File: src/rtl/cla_pkg.sv
// Shared definitions for the nibble-serial carry-lookahead subtractor.
package cla_pkg;

  localparam int unsigned NIBBLE = 4;

  typedef enum logic [1:0] {
    IDLE = 2'd0,
    RUN  = 2'd1,
    DONE = 2'd2
  } sub_state_t;

endpackage

File: src/rtl/serial_cla_subtractor_if.sv
// Operand and result handshake bundle for serial_cla_subtractor.
interface serial_cla_subtractor_if #(
  parameter int unsigned WIDTH = 16
);
  logic             in_valid;
  logic             in_ready;
  logic [WIDTH-1:0] a;
  logic [WIDTH-1:0] b;
  logic             bin;
  logic             out_valid;
  logic             out_ready;
  logic [WIDTH-1:0] diff;
  logic             bout;
  logic             ovf;

  modport master (
    output in_valid, a, b, bin, out_ready,
    input  in_ready, out_valid, diff, bout, ovf
  );

  modport slave (
    input  in_valid, a, b, bin, out_ready,
    output in_ready, out_valid, diff, bout, ovf
  );
endinterface

File: src/rtl/cla_sub4.sv
// 4-bit carry-lookahead subtract slice: d = a + ~b + cin.
module cla_sub4 (
  input  logic [3:0] a,
  input  logic [3:0] b,
  input  logic       cin,
  output logic [3:0] d,
  output logic       cout
);
  logic [3:0] bn;
  logic [3:0] g;
  logic [3:0] p;
  logic [3:0] c;

  always_comb begin
    bn   = ~b;
    g    = a & bn;
    p    = a ^ bn;
    c[0] = cin;
    c[1] = g[0] | (p[0] & cin);
    c[2] = g[1] | (p[1] & g[0]) | (p[1] & p[0] & cin);
    c[3] = g[2] | (p[2] & g[1]) | (p[2] & p[1] & g[0]) | (p[2] & p[1] & p[0] & cin);
    cout = g[3] | (p[3] & g[2]) | (p[3] & p[2] & g[1]) | (p[3] & p[2] & p[1] & g[0])
         | (p[3] & p[2] & p[1] & p[0] & cin);
    d    = p ^ c;
  end
endmodule

File: src/rtl/serial_cla_subtractor.sv
// WIDTH-bit a - b - bin computed one nibble per clock through a single
// lookahead slice; carry (inverted borrow) is registered between nibbles.
module serial_cla_subtractor
  import cla_pkg::*;
#(
  parameter int unsigned WIDTH = 16
) (
  input  logic                    clk,
  input  logic                    rst,
  serial_cla_subtractor_if.slave  bus
);
  localparam int unsigned NIBS   = WIDTH / NIBBLE;
  localparam int unsigned KW     = (NIBS > 1) ? $clog2(NIBS) : 1;
  localparam int unsigned MSB    = WIDTH - 1;
  localparam logic [KW-1:0] K_LAST = KW'(NIBS - 1);

  if ((WIDTH < NIBBLE) || ((WIDTH % NIBBLE) != 0)) begin : g_width_check
    $error("serial_cla_subtractor: WIDTH must be a multiple of 4 and >= 4");
  end

  sub_state_t       state_q, state_d;
  logic [WIDTH-1:0] a_q, b_q, work_q, diff_q;
  logic             carry_q, bout_q, ovf_q;
  logic [KW-1:0]    k_q;

  logic             in_ready, out_valid, accept, last;
  logic [KW+1:0]    shamt;
  logic [3:0]       a_nib, b_nib, d_nib;
  logic             c_out;
  logic [WIDTH-1:0] work_d;

  always_ff @(posedge clk or posedge rst) begin
    if (rst) state_q <= IDLE;
    else     state_q <= state_d;
  end

  always_comb begin
    state_d   = state_q;
    in_ready  = 1'b0;
    out_valid = 1'b0;
    accept    = 1'b0;
    last      = 1'b0;
    case (state_q)
      IDLE: begin
        in_ready = 1'b1;
        if (bus.in_valid) begin
          accept  = 1'b1;
          state_d = RUN;
        end
      end
      RUN: begin
        if (k_q == K_LAST) begin
          last    = 1'b1;
          state_d = DONE;
        end
      end
      DONE: begin
        out_valid = 1'b1;
        if (bus.out_ready) state_d = IDLE;
      end
      default: state_d = IDLE;
    endcase
  end

  // Nibble k is brought to bit 0 by shifting, then merged back in place.
  always_comb begin
    shamt  = {k_q, 2'b00};
    a_nib  = NIBBLE'(a_q >> shamt);
    b_nib  = NIBBLE'(b_q >> shamt);
    work_d = (work_q & ~(WIDTH'(4'hF) << shamt)) | (WIDTH'(d_nib) << shamt);
  end

  cla_sub4 u_slice (
    .a    (a_nib),
    .b    (b_nib),
    .cin  (carry_q),
    .d    (d_nib),
    .cout (c_out)
  );

  // Results are published only on the final nibble so outputs hold during RUN.
  always_ff @(posedge clk or posedge rst) begin
    if (rst) begin
      a_q     <= '0;
      b_q     <= '0;
      work_q  <= '0;
      diff_q  <= '0;
      carry_q <= 1'b0;
      bout_q  <= 1'b0;
      ovf_q   <= 1'b0;
      k_q     <= '0;
    end else if (accept) begin
      a_q     <= bus.a;
      b_q     <= bus.b;
      carry_q <= ~bus.bin;
      k_q     <= '0;
    end else if (state_q == RUN) begin
      work_q  <= work_d;
      carry_q <= c_out;
      if (last) begin
        diff_q <= work_d;
        bout_q <= ~c_out;
        ovf_q  <= (a_q[MSB] != b_q[MSB]) & (work_d[MSB] != a_q[MSB]);
      end else begin
        k_q <= k_q + KW'(1);
      end
    end
  end

  assign bus.in_ready  = in_ready;
  assign bus.out_valid = out_valid;
  assign bus.diff      = diff_q;
  assign bus.bout      = bout_q;
  assign bus.ovf       = ovf_q;
endmodule

File: src/flat_wrapper.sv
// flat-port wrapper written by rule: the top's interface ports become plain ports
module serial_cla_subtractor_flat import cla_pkg::*;
#(
  parameter int unsigned WIDTH = 16
)
  (clk, rst, bus_in_valid, bus_a, bus_b, bus_bin, bus_out_ready, bus_in_ready, bus_out_valid, bus_diff, bus_bout, bus_ovf);
  serial_cla_subtractor_if #(.WIDTH(WIDTH)) bus_i ();
  input  logic clk;
  input  logic rst;
  input wire logic [$bits(bus_i.in_valid)-1:0] bus_in_valid;
  input wire logic [$bits(bus_i.a)-1:0] bus_a;
  input wire logic [$bits(bus_i.b)-1:0] bus_b;
  input wire logic [$bits(bus_i.bin)-1:0] bus_bin;
  input wire logic [$bits(bus_i.out_ready)-1:0] bus_out_ready;
  output wire logic [$bits(bus_i.in_ready)-1:0] bus_in_ready;
  output wire logic [$bits(bus_i.out_valid)-1:0] bus_out_valid;
  output wire logic [$bits(bus_i.diff)-1:0] bus_diff;
  output wire logic [$bits(bus_i.bout)-1:0] bus_bout;
  output wire logic [$bits(bus_i.ovf)-1:0] bus_ovf;
  assign bus_i.in_valid = bus_in_valid;
  assign bus_i.a = bus_a;
  assign bus_i.b = bus_b;
  assign bus_i.bin = bus_bin;
  assign bus_i.out_ready = bus_out_ready;
  assign bus_in_ready = bus_i.in_ready;
  assign bus_out_valid = bus_i.out_valid;
  assign bus_diff = bus_i.diff;
  assign bus_bout = bus_i.bout;
  assign bus_ovf = bus_i.ovf;
  serial_cla_subtractor #(.WIDTH(WIDTH)) u_core (.clk(clk), .rst(rst), .bus(bus_i));
endmodule
File: config.mk
export PLATFORM = sky130hd
export DESIGN_NAME = serial_cla_subtractor_flat
export DESIGN_NICKNAME = d
export VERILOG_FILES = /design/src/rtl/cla_pkg.sv /design/src/rtl/serial_cla_subtractor_if.sv /design/src/rtl/cla_sub4.sv /design/src/rtl/serial_cla_subtractor.sv /design/src/flat_wrapper.sv
export SDC_FILE = /design/constraint.sdc
export NUM_CORES = 1
export LEC_CHECK = 0
export BUFFER_PORTS_ARGS = -buffer_cell sky130_fd_sc_hd__buf_2
export CAP_MARGIN = 0
export CORE_MARGIN = 2
export CORE_UTILIZATION = 35
export DETAILED_ROUTE_END_ITERATION = 16
export PLACE_DENSITY = 0.63
export SLEW_MARGIN = 20
export SYNTH_ARGS = -nofsm -noshare
export SYNTH_HDL_FRONTEND = slang
export SYNTH_SLANG_ARGS = --single-unit
File: constraint.sdc
create_clock -name clk -period 2.4 [get_ports clk]
set_clock_uncertainty 0.1 [all_clocks]
set_input_delay 0 -clock clk [delete_from_list [all_inputs] [get_ports clk]]
set_output_delay 0 -clock clk [all_outputs]
set_load 0.01 [all_outputs]
==> flow_metrics.env <==
export IMPL_ant_nets=0
export IMPL_gp_congestion=0.861
export IMPL_dr_total_vias=2608
export IMPL_final_common_cell="nand2_1"
export IMPL_ys_top_cells_by_area="dfrtp_1, nand2_1, mux4_2"
export IMPL_status="complete, but fails checks"
export IMPL_routed_wl_um=7330
export IMPL_overflow=0
export IMPL_cp_required_ps=2570
export IMPL_viasPerCell=4.75
export IMPL_hold_class="input pin to async pin"
export IMPL_antenna_found_initial=0
export IMPL_arrival_ps=2620
export IMPL_cpPeakStageDelay_ps=540
export IMPL_powerDensity_nw_per_um2=1630
export IMPL_period_needed_ps=2450
export IMPL_hpwl_um=5110
export IMPL_area_growth_pct=36.3
export IMPL_cp_cell_sequence="buf_6 -> mux4_2 -> ha_4 -> a41oi_2 -> o21ai_2 -> xor2_4 -> a211o_1 -> a21oi_1"
export IMPL_r2r_slack_ps=-50
export IMPL_reg2reg_from="u_core.k_q[0]"
export IMPL_grt_max_degree=53
export IMPL_post_route_worst_setup_slack_ps=-46.8
export IMPL_r2r_end="u_core.bus.ovf"
export IMPL_slew_viol_final=0
export IMPL_h_tree_depth=3
export IMPL_drive_gt1_frac=0.272
export IMPL_insertion_delay_ps=340
export IMPL_cts_sinks=67
export IMPL_ys_seq_elements=67
export IMPL_yosysUniqueCellTypes=28
export IMPL_initialDrtViolationCount=102
export IMPL_relSlewSlack=0.705
export IMPL_fin_cells=549
export IMPL_dp_cells=496
export IMPL_clk_path_buf_depth=2
export IMPL_grt_pass1_wl_um=12600
export IMPL_grt_pass1_vias=2602
export IMPL_row_count=34
export IMPL_postSynthNetCount=377
export IMPL_maxCapViolations=0
export IMPL_rr_worst_depth=8
export IMPL_setup_viol=2
export IMPL_start_kind="flop"
export IMPL_die_w_um=98.3
export IMPL_pre_cts_slack_ps=-138
export IMPL_yosys_area_top_type_share=0.539
export IMPL_leakage_nw=2.11
export IMPL_cts_reportedPaths_clkPinSlew_ps=70
export IMPL_numCtsBuffers=9
export IMPL_hold_violations=0
export IMPL_placed_area_um2=3620
export IMPL_fmax_mhz=409
export IMPL_rsz0062_at_grt="yes"
export IMPL_ir_worst_vdd_v=0.000676
export IMPL_diodes=0
export IMPL_detail_route_wl_per_cell_um=13.3
export IMPL_nets=482
export IMPL_cp_max_fo=7
export IMPL_cts_tree="done"
export IMPL_worst_pin_slew_ps=441
export IMPL_core_area_um2=8680
export IMPL_syn_inst=331
export IMPL_io_buffer_count=56
export IMPL_root_buffer="clkbuf_8"
export IMPL_slowest_stage="mux4_2"
export IMPL_firstDrtPassIters=7
export IMPL_final_cell_mix="nand2_1, dfrtp_1, buf_2"
export IMPL_critPathKind="flop to flop"
export IMPL_netlist_area_um2=3110
export IMPL_die_h_um=98.3
export IMPL_grt_usage=0.164
export IMPL_io_pins=57
export IMPL_drc=0
export IMPL_yosys_area_top_type="dfrtp_1"
export IMPL_dieArea_um2=9660
export IMPL_yosys_warnings=0
export IMPL_yosysSeqAreaShare=0.539
export IMPL_power_mw=6.91
export IMPL_setup_tns_ps=-54.3
export IMPL_multi_input_area_um2=1410
export IMPL_fillers=831
export IMPL_fin_area_um2=4240
export IMPL_fin_crit_sh=1.02
export IMPL_violations="negative setup slack"
export IMPL_syn_avg_cell_area_um2=9.40
export IMPL_seqCellArea_um2=1680
export IMPL_start_util=0.359
export IMPL_cp_end_kind="flop"
[cell usage after synthesis]
cell type / instances
nand2_1: 134
dfrtp_1: 67
o21ai_0: 28
a21oi_1: 18
nor2b_1: 13
inv_1: 10
buf_2: 9
ha_1: 8
mux4_2: 8
nor2_1: 8
clkbuf_1: 6
a32o_1: 3
clkbuf_2: 2
nand2b_1: 2
xnor2_1: 2
a211o_1: 1
a21o_1: 1
a22o_1: 1
a41oi_1: 1
a41oi_2: 1
and2_1: 1
fa_1: 1
mux2_2: 1
nand3_1: 1
o21ai_2: 1
o221ai_1: 1
xor2_1: 1
xor2_2: 1
[per-layer routing]
metal,track usage,routed length [um]
met5,0,0
met4,0.0485,114
met3,0.0537,345
met2,0.277,3610
met1,0.202,3260
[stage by stage]
| step | hold WS [ps] | util |
|---|---|---|
| floorplan | 5.44 | - |
| global placement | -112 | 0.417 |
| detailed placement | -103 | 0.417 |
| CTS | 64.6 | 0.484 |
| global route | 103 | 0.489 |
| finish | 67.9 | 0.489 |
[how the worst max path moves through the flow]
| stage | cells after the start | end | slack (ps) | start |
|---|---|---|---|---|
| final | 8 | u_core.bus.ovf | -50 | u_core.k_q[0] |
| after global routing | 10 | u_core.bus.ovf | -140 | u_core.k_q[0] |
| after CTS | 8 | u_core.bus.ovf | -90 | u_core.k_q[0] |
| after detailed placement | 8 | u_core.bus.diff[3] | -140 | u_core.k_q[0] |
| after global placement | 8 | u_core.work_q[7] | -70 | u_core.k_q[0] |
| after floorplan | 9 | u_core.bus.ovf | -50 | u_core.k_q[0] |
[sequential cells by signal, summed over array words and instances (netlist names)]
signal	cells
u_core.bus.bout	1
u_core.bus.ovf	1
u_core.b_q	16
u_core.bus.diff	16
u_core.carry_q	1
u_core.state_q	2
u_core.work_q	12
u_core.k_q	2
u_core.a_q	16
[what timing repair did]
item,CTS,global route
endpoints found under the hold margin,101,0
pin swaps,6,10
hold buffers,35,0
gates cloned,0,0
setup buffers,1,1
setup endpoints to repair,15,22
gates resized for setup,15,17
[worst max-delay path, delay by kind of cell (launching register included)]
kind,cells,cell delay [ps]
fa+ha+maj,1,250
flops,1,420
buf+inv,1,120
mux,1,540
compound gates,4,750
xor+xnor,1,200
[layout make-up]
| cell class | instances | share of cell area |
|---|---|---|
| Tap cell | 108 | 0.0318 |
| Clock inverter | 5 | 0.0127 |
| Sequential cell | 67 | 0.396 |
| Timing Repair Buffer | 111 | 0.189 |
| Clock buffer | 11 | 0.0310 |
| Multi-Input combinational cell | 237 | 0.331 |
| Inverter | 10 | 0.00885 |
[logic make-up (layout without fill, tap and decap cells)]
| kind of cell | Yosys count | count (layout) | share of synthesized area |
|---|---|---|---|
| AOI/OAI and AO/OA | 56 | 56 | 0.105 |
| xor gates and xnor gates | 4 | 4 | 0.0137 |
| adders and majority gates | 9 | 9 | 0.0386 |
| buffers and inverters | 27 | 137 | 0.0370 |
| DFF | 67 | 67 | 0.539 |
| muxes | 9 | 9 | 0.0615 |
| and+or+nand+nor | 159 | 159 | 0.205 |
[power breakdown]
| group | switching, mW | leakage [nW] | internal [mW] |
|---|---|---|---|
| Clock | 0.428 | 0.0971 | 0.477 |
| Sequential | 0.306 | 0.840 | 1.66 |
| Combinational | 2.23 | 1.17 | 1.81 |
(Power assumes the default switching activity.)
